==> config.mk <==
export PLATFORM = sky130hd
export DESIGN_NAME = divider_recon_mul
export DESIGN_NICKNAME = d
export VERILOG_FILES = /design/src/rtl/divider_pkg.sv /design/src/rtl/divider_recon_mul_shift_add.sv /design/src/rtl/divider_recon_mul.sv
export SDC_FILE = /design/constraint.sdc
export NUM_CORES = 1
export LEC_CHECK = 0
export ABC_AREA = 1
export CAP_MARGIN = 5
export CORE_MARGIN = 2
export CORE_UTILIZATION = 40
export DETAILED_ROUTE_END_ITERATION = 6
export SLEW_MARGIN = 20
export SYNTH_ARGS = -nofsm -noshare
export SYNTH_HDL_FRONTEND = slang
export SYNTH_SLANG_ARGS = --single-unit
==> constraint.sdc <==
create_clock -name clk -period 1.8 [get_ports clk]
set_input_delay 0.36 -clock clk [delete_from_list [all_inputs] [get_ports clk]]
set_output_delay 0.36 -clock clk [all_outputs]
set_load 0.01 [all_outputs]
==> src/rtl/divider_pkg.sv <==
// Shared types and constants for the divider reconstruction path.
package divider_pkg;

   localparam int DIV_W = 8;

   function automatic int cnt_width(input int w);
      if (w > 1) begin
         return $clog2(w);
      end else begin
         return 1;
      end
   endfunction

   localparam int CNT_W = cnt_width(DIV_W);

   typedef enum logic [1:0] {
      IDLE = 2'd0,
      RUN  = 2'd1,
      DONE = 2'd2
   } recon_state_e;

endpackage

==> src/rtl/divider_recon_mul_shift_add.sv <==
// Shift-and-add datapath: acc/mcand/mplier registers with load and single-step controls.
module recon_shift_add
   import divider_pkg::*;
#(
   parameter int W = DIV_W
) (
   input  logic           clk,
   input  logic           rst,
   input  logic           i_load,
   input  logic           i_step,
   input  logic [W-1:0]   i_mcand,
   input  logic [W-1:0]   i_mplier,
   input  logic [W-1:0]   i_addend,
   output logic [2*W-1:0] o_acc
);

   logic [2*W-1:0] r_acc;
   logic [2*W-1:0] r_mcand;
   logic [W-1:0]   r_mplier;

   // Operand capture and one multiplier bit per step; acc cannot overflow 2W bits.
   always_ff @(posedge clk) begin
      if (rst) begin
         r_acc    <= {(2*W){1'b0}};
         r_mcand  <= {(2*W){1'b0}};
         r_mplier <= {W{1'b0}};
      end else if (i_load) begin
         r_acc    <= {{W{1'b0}}, i_addend};
         r_mcand  <= {{W{1'b0}}, i_mcand};
         r_mplier <= i_mplier;
      end else if (i_step) begin
         if (r_mplier[0]) begin
            r_acc <= r_acc + r_mcand;
         end else begin
            r_acc <= r_acc;
         end
         r_mcand  <= r_mcand << 1;
         r_mplier <= r_mplier >> 1;
      end else begin
         r_acc    <= r_acc;
         r_mcand  <= r_mcand;
         r_mplier <= r_mplier;
      end
   end

   assign o_acc = r_acc;

endmodule

==> src/rtl/divider_recon_mul.sv <==
// Rebuilds dividend = quotient*divisor + remainder and flags remainder >= divisor.
// Optional RECON_COMPARE_EN adds exp_dividend input and match output.
module divider_recon_mul
   import divider_pkg::*;
#(
   parameter int W = DIV_W
) (
   input  logic           clk,
   input  logic           rst,
   input  logic           start,
   input  logic [W-1:0]   quotient,
   input  logic [W-1:0]   divisor,
   input  logic [W-1:0]   remainder,
   output logic           busy,
   output logic           done,
   output logic [2*W-1:0] result,
   output logic           rem_err
`ifdef RECON_COMPARE_EN
   ,
   input  logic [W-1:0]   exp_dividend,
   output logic           match
`endif
);

   localparam int CW = cnt_width(W);

   recon_state_e   r_state;
   recon_state_e   w_state_nxt;
   logic [CW-1:0]  r_cnt;
   logic           w_load;
   logic           w_step;
   logic           w_last;
   logic [2*W-1:0] w_acc;
   logic           r_busy;
   logic           r_done;
   logic           r_rem_err;
   logic [2*W-1:0] r_result;

   assign w_last = (r_cnt == CW'(W - 1));

   recon_shift_add #(.W(W)) u_shift_add (
      .clk      (clk),
      .rst      (rst),
      .i_load   (w_load),
      .i_step   (w_step),
      .i_mcand  (divisor),
      .i_mplier (quotient),
      .i_addend (remainder),
      .o_acc    (w_acc)
   );

   // Next-state and datapath control decode.
   always_comb begin
      w_state_nxt = r_state;
      w_load      = 1'b0;
      w_step      = 1'b0;
      case (r_state)
         IDLE: begin
            if (start) begin
               w_load      = 1'b1;
               w_state_nxt = RUN;
            end else begin
               w_state_nxt = IDLE;
            end
         end
         RUN: begin
            w_step = 1'b1;
            if (w_last) begin
               w_state_nxt = DONE;
            end else begin
               w_state_nxt = RUN;
            end
         end
         DONE:    w_state_nxt = IDLE;
         default: w_state_nxt = IDLE;
      endcase
   end

   // State, iteration counter and registered status outputs.
   always_ff @(posedge clk) begin
      if (rst) begin
         r_state   <= IDLE;
         r_cnt     <= {CW{1'b0}};
         r_busy    <= 1'b0;
         r_done    <= 1'b0;
         r_rem_err <= 1'b0;
         r_result  <= {(2*W){1'b0}};
      end else begin
         r_state <= w_state_nxt;
         if (w_load) begin
            r_cnt <= {CW{1'b0}};
         end else if (w_step) begin
            r_cnt <= r_cnt + {{(CW-1){1'b0}}, 1'b1};
         end else begin
            r_cnt <= r_cnt;
         end
         // Busy stays up through the done cycle, which already sits in IDLE.
         if (r_state == IDLE) begin
            r_busy <= start;
         end else begin
            r_busy <= 1'b1;
         end
         if (w_load) begin
            r_rem_err <= (remainder >= divisor);
         end else begin
            r_rem_err <= r_rem_err;
         end
         r_done <= (r_state == DONE);
         if (r_state == DONE) begin
            r_result <= w_acc;
         end else begin
            r_result <= r_result;
         end
      end
   end

   assign busy    = r_busy;
   assign done    = r_done;
   assign result  = r_result;
   assign rem_err = r_rem_err;

`ifdef RECON_COMPARE_EN
   logic [W-1:0] r_exp_q;
   logic         r_match;

   // Expected dividend capture and end-of-run compare.
   always_ff @(posedge clk) begin
      if (rst) begin
         r_exp_q <= {W{1'b0}};
         r_match <= 1'b0;
      end else begin
         if (w_load) begin
            r_exp_q <= exp_dividend;
         end else begin
            r_exp_q <= r_exp_q;
         end
         if (r_state == DONE) begin
            r_match <= (w_acc[2*W-1:W] == {W{1'b0}}) && (w_acc[W-1:0] == r_exp_q) && !r_rem_err;
         end else begin
            r_match <= r_match;
         end
      end
   end

   assign match = r_match;
`endif

endmodule

==> flow_summary.yaml, run 1 <==
outcome:
  status: "completed"
timing:
  setup_slack_ps: 81.2
  tightest_slew_ps: 368
  final.setup.tns_ps: 0
  final_max_slew_viol_count: 0
  finalClockSkew_ps: 7.49
  relSlewSlack_pct: 75.4
  period_share_pct: 95.5
  fmax_mhz: 582
  hold_viol_final: 0
  min_period_ps: 1720
  setup_viol: 0
  whs_ps: 469
critical_path:
  cp.arrival_ps: 2000
  crit_fanout: 3
  critPathLaunch: "u_shift_add.r_mcand[0]$_SDFFE_PP0P_"
  crit_type: "register to register"
  cp-end-kind: "register"
  r2r_start: "u_shift_add.r_mcand[0]$_SDFFE_PP0P_"
  crit_required_ps: 2080
  startpoint_type: "register"
grt:
  grt.total_usage_pct: 18.5
  antenna_found_initial: 0
  grt_pass1_wl_mm: 14.6
  grt_start_max_net_pins: 25
  overflow: 0
  grt_pass1_vias: 3168
route:
  initialDrtViolationCount: 119
  firstDrtPassIters: 4
  drt_wl_total_mm: 8.41
  drc: 0
  ant_nets: 0
  wl_met2_mm: 3.63
  highest_layer: "met4"
  wl_met3_um: 358
  wl_per_cell_um: 12.1
  via_per_inst: 4.81
  wl_met1_mm: 4.28
  vias: 3326
pwr:
  seqPwrFrac_pct: 48.6
  swShare_pct: 28.6
  p_sw_mw: 0.894
  power_mw: 3.12
  ir_drop_v: 0.000396
  clkPwrFrac_pct: 35.5
  p_leak_nw: 2.04
  powerDensity_nw_per_um2: 706
  combPwrFrac_pct: 15.9
  p_int_mw: 2.23
final_layout:
  fin_area_um2: 4420
  regArea_um2: 1280
  layout-drive-gt1-share_pct: 9.42
  area_delta_synth_final_pct: 24.2
  fillers: 932
  nets: 632
  multiInputGateArea_um2: 1910
  n_antenna_cell: 0
synth:
  synth_cell_types: 29
  syn_area_per_cell_um2: 6.82
  synthArstFlopShare_pct: 0
  synth_fp_nets: 575
  ys.flop_type: "dfxtp_1"
  yosysSeqAreaShare_pct: 36.0
  ys_ff_latch: 64
  synth_edf_count: 0
  yosysTopAreaCell: "dfxtp_1"
  yosys_warnings: 0
  netlist.area_leader.share_pct: 36.0
  synth_cells: 522
  netlist_area_um2: 3560
  synth_area_leaders: "dfxtp_1, nand2_1, ha_1"
clock_tree:
  clk_latency_ps: 350
  cts_buffer_depth: 2
  cts_buffers: 9
  cts_tree: "built"
  htreeDepth: 3
  hold_buffers: 0
  clkTransAtPathRegs_ps: 70
  clockRootBuffer: "clkbuf_8"
  clock-sinks: 64
placement:
  numPortBuffers: 45
  dp_hpwl_mm: 6.46
  place_ws_ps: -42.5
  dpl-instance-area_um2: 4190
  place.gp.congestion: 0.932
floorplanning:
  core_area_um2: 8680
  rows: 34
  die-width_um: 98.3
  initial_utilization_pct: 41.0
  io_pins: 46
  die_y_um: 98.3
  die-area_um2: 9670
worst_hold_path:
  hp-start: "rem_err$_SDFFE_PP0P_"
  worstHoldPathType: "register to register"
job:
  drv_cap: 0
kinds of logic after synthesis:
kind of cell    synth area share (%)
compound gates                  14.4
xor+xnor                        1.23
fa+ha+maj                       9.35
buf+inv                         11.7
flops                           36.0
simple gates                    27.3
worst paths after layout:
check	endpoint	slack [ps]	depth (start not counted)
max	u_shift_add.o_acc[4]$_SDFFE_PP0P_	80	8
max reg2reg	u_shift_add.o_acc[4]$_SDFFE_PP0P_	80	8
min reg2reg	rem_err$_SDFFE_PP0P_	470	2
min	rem_err$_SDFFE_PP0P_	470	2
what timing repair did:
item	4_1_cts	5_1_grt
endpoints found under the setup margin	2	6
pin swaps	0	2
buffers inserted	0	1
gates resized for setup	1	9
synth_stat cells (all sizes together) (2+ instances only):
| cell | n |
|---|---|
| nand3 | 22 |
| o21ai | 29 |
| clkbuf | 4 |
| nor2 | 56 |
| nand2 | 151 |
| ha | 25 |
| xor2 | 2 |
| a221oi | 7 |
| nand4 | 3 |
| a21oi | 44 |
| nor3 | 6 |
| dfxtp | 64 |
| inv | 79 |
| buf | 13 |
| xnor2 | 3 |
| a31oi | 10 |
metrics by stage:
stage          instances  utilization (%)
2_1_floorplan        522                -
3_3_place_gp         675             48.3
3_5_place_dp         675             48.3
4_1_cts              691             50.3
5_1_grt              692             50.9
6_report             692             50.9
area by class of cell:
| type | count | share of cell area (%) |
|---|---|---|
| repair buffers | 63 | 14.1 |
| clock buffers | 11 | 3.20 |
| flip-flops and latches | 64 | 29.0 |
| inverters | 79 | 6.71 |
| multi-input cells | 362 | 43.2 |
| clock inverters | 5 | 0.736 |
| well taps | 108 | 3.06 |
state kept, by name (all words and copies together), names as in the netlist:
signal and cells:
busy 1, done 1, r_cnt 3, r_state 2, rem_err 1, result 16, u_shift_add.o_acc 16, u_shift_add.r_mcand 16
u_shift_add.r_mplier 8
power by group through the flow:
stage	Clock [mW]	Combinational, mW	Sequential [mW]
after floorplan	0	0.318	1.53
after global placement	0	0.478	1.54
after detailed placement	0	0.485	1.55
after CTS	1.15	0.488	1.51
after global routing	1.21	0.563	1.52
final	1.11	0.496	1.52
critical path, cell delays in order (launching register included):
cell	delay [ps]
dfxtp_1	340
ha_2	200
fa_2	370
nand3_1	130
nand3_2	120
buf_4	160
xor2_1	150
nand2_1	70
a31oi_1	120
cell usage in the layout (no fill, tap or decap), drive strengths merged:
cell           instances
or2                    1
clkbuf                11
ha                    25
clkinv                 2
dfxtp                 64
nand3                 22
buf                   18
nand2                151
xor2                   2
xnor2                  3
nand4                  3
o221ai                 1
a21oi                 44
o21ai                 29
fa                     1
o2111ai                1
nor3                   6
clkdlybuf4s50         45
clkinvlp               3
a31oi                 10
inv                   79
nor2                  56
a221oi                 7
per-layer routing:
metal	vias up	global-route usage [%]
met3	12	2.93
met4	0	8.43
li1	1785	-
met1	1474	25.3
met5	-	0
met2	55	28.7
Power figures use the tool's default switching activity.
==> run 2, diff against run 1 <==
--- a/config.mk
+++ b/config.mk
@@ -9,6 +9,7 @@
 export CAP_MARGIN = 5
 export CORE_MARGIN = 2
 export CORE_UTILIZATION = 40
+export CTS_BUF_LIST = sky130_fd_sc_hd__clkbuf_16
 export DETAILED_ROUTE_END_ITERATION = 6
 export SLEW_MARGIN = 20
 export SYNTH_ARGS = -nofsm -noshare
==> constraint.sdc (replaced) <==
create_clock -name clk -period 1.42 [get_ports clk]
set_input_delay 0.284 -clock clk [delete_from_list [all_inputs] [get_ports clk]]
set_output_delay 0.284 -clock clk [all_outputs]
set_load 0.01 [all_outputs]
==> flow_summary.yaml, run 2 (synthesized netlist as in run 1, its figures left out) <==
critical_path:
  crit_required_ps: 1640
  reg2regPathDepth: 8
  r2r_setup_slack_ps: -200
  cp.arrival_ps: 1840
  cpLargestDelayFamily: "adder cells"
  r2r_end: "u_shift_add.o_acc[8]$_SDFFE_PP0P_"
  cp_slowest_stage_delay_ps: 370
  crit_type: "register to register"
  crit_fanout: 3
  cp-end-kind: "register"
  worst-path-buf-inv: 1
  critPathLaunch: "u_shift_add.o_acc[0]$_SDFFE_PP0P_"
  crit_chain: "ha_4, fa_2, nand3_2, nand3_4, a21oi_4, nor2_1, o21ai_1, inv_1"
  startpoint_type: "register"
  r2r_start: "u_shift_add.o_acc[0]$_SDFFE_PP0P_"
  cpMaxStageDelayCell: "fa_2"
clock_tree:
  clockRootBuffer: "clkbuf_16"
  clk_latency_ps: 330
  hold_buffers: 0
  cts_tree: "built"
  clock-sinks: 64
  htreeDepth: 3
  cts_buffers: 9
  cts_buffer_depth: 2
  clkTransAtPathRegs_ps: 60
final_layout:
  fillers: 770
  nets: 687
  utilization_pct: 63.4
  fin_area_um2: 5500
  final_common_cell: "nand2_1"
  n_antenna_cell: 0
  area_delta_synth_final_pct: 54.6
  final_cell_mix: "nand2_1, inv_1, buf_4"
  layout-drive-gt1-share_pct: 34.6
pwr:
  ir_drop_v: 0.000626
  combPwrFrac_pct: 18.9
  swShare_pct: 26.9
  seqPwrFrac_pct: 38.3
  clkPwrFrac_pct: 42.8
  p_sw_mw: 1.36
  p_int_mw: 3.69
  p_leak_nw: 2.61
  powerDensity_nw_per_um2: 918
placement:
  numPortBuffers: 45
  dp_hpwl_mm: 6.84
  place.gp.congestion: 0.894
  dpl-instance-area_um2: 4620
timing:
  fmax_mhz: 617
  hold_viol_final: 0
  rsz0062_at_grt: "true"
  period_share_pct: 114
  finalClockSkew_ps: 6.19
  tightest_slew_ps: 391
  min_period_ps: 1620
  setup_viol: 12
  relSlewSlack_pct: 73.9
  setup_slack_ps: -201
  final_max_slew_viol_count: 0
route:
  ant_nets: 0
  initialDrtViolationCount: 153
  firstDrtPassIters: 4
  drc: 0
  wl_per_cell_um: 13.9
  drt_wl_total_mm: 10.4
  via_per_inst: 4.97
  vias: 3713
floorplanning:
  die_y_um: 98.3
  die-area_um2: 9670
  rows: 34
  core_area_um2: 8680
  io_pins: 46
  die-width_um: 98.3
  initial_utilization_pct: 41.0
worst_hold_path:
  whs_endpoint: "r_cnt[1]$_SDFFE_PP0P_"
  worstHoldPathType: "register to register"
  hp-start: "r_cnt[1]$_SDFFE_PP0P_"
  whs_path_depth: 2
grt:
  overflow: 0
  grt_start_max_net_pins: 25
  grt_pass1_vias: 3562
  grt.total_usage_pct: 21.1
  antenna_found_initial: 0
  grt_pass1_wl_mm: 16.4
outcome:
  status: "complete, but fails checks"
  violations: "setup timing"
job:
  drv_cap: 0
run 2: per-layer routing:
metal	vias up	global-route usage (%)	share of wire (%)
li1	1893	-	-
met1	1722	26.9	44
met2	80	35.2	49
met3	18	3.87	5.1
met4	0	8.43	1.9
met5	-	0	0
run 2: stage by stage:
stage / TNS [ps] / total power, mW / std cells / hold WS [ps] / setup slack, ps
2_1_floorplan: -113 / 2.36 / 522 / 361 / -67.0
3_3_place_gp: -5030 / 2.70 / 725 / 447 / -334
3_5_place_dp: -5850 / 2.71 / 725 / 454 / -381
4_1_cts: -762 / 4.94 / 743 / 462 / -156
5_1_grt: -2160 / 5.26 / 747 / 492 / -245
6_report: -1120 / 5.05 / 747 / 462 / -201
run 2: power by group through the flow:
stage	Sequential (mW)	Combinational (mW)	Clock, mW
global placement	1.95	0.745	0
floorplan	1.95	0.410	0
detailed placement	1.95	0.755	0
global route	1.94	1.03	2.28
CTS	1.94	0.817	2.19
finish	1.94	0.953	2.16
run 2: worst min-delay path, cell delays in order, from the launching register on:
cell	delay, ps
dfxtp_1	310
nand2_1	60
a21oi_1	50
run 2: area by class of cell:
class | count | area, um2 | share of cell area, %
Multi-Input combinational cell | 362 | 2410 | 43.8
Timing Repair inverter | 1 | 7.51 | 0.136
Inverter | 79 | 300 | 5.46
Clock inverter | 7 | 63.8 | 1.16
Sequential cell | 64 | 1330 | 24.1
Timing Repair Buffer | 117 | 1030 | 18.8
Clock buffer | 9 | 225 | 4.09
Tap cell | 108 | 135 | 2.46
run 2: how the worst max path moves through the flow:
stage / cells after the start / slack [ps] / endpoint
final: 8 / -200 / u_shift_add.o_acc[8]$_SDFFE_PP0P_
after detailed placement: 9 / -380 / rem_err$_SDFFE_PP0P_
after CTS: 8 / -160 / u_shift_add.o_acc[8]$_SDFFE_PP0P_
after global placement: 9 / -330 / rem_err$_SDFFE_PP0P_
after global routing: 8 / -250 / u_shift_add.o_acc[4]$_SDFFE_PP0P_
after floorplan: 8 / -70 / u_shift_add.o_acc[8]$_SDFFE_PP0P_
run 2: what timing repair did:
item / CTS / global route
pin swaps: 18 / 31
endpoints found under the setup margin: 34 / 25
gates resized for setup: 75 / 82
cloned: 0 / 1
endpoints found under the hold margin: 0 / 0
setup buffers: 2 / 3
==> run 3, diff against run 2 <==
--- a/config.mk
+++ b/config.mk
@@ -11,7 +11,6 @@
 export CORE_UTILIZATION = 40
 export CTS_BUF_LIST = sky130_fd_sc_hd__clkbuf_16
 export DETAILED_ROUTE_END_ITERATION = 6
-export SLEW_MARGIN = 20
 export SYNTH_ARGS = -nofsm -noshare
 export SYNTH_HDL_FRONTEND = slang
 export SYNTH_SLANG_ARGS = --single-unit
==> results of run 3 <==
Final layout, timing and power as in run 2 (identical DEF).
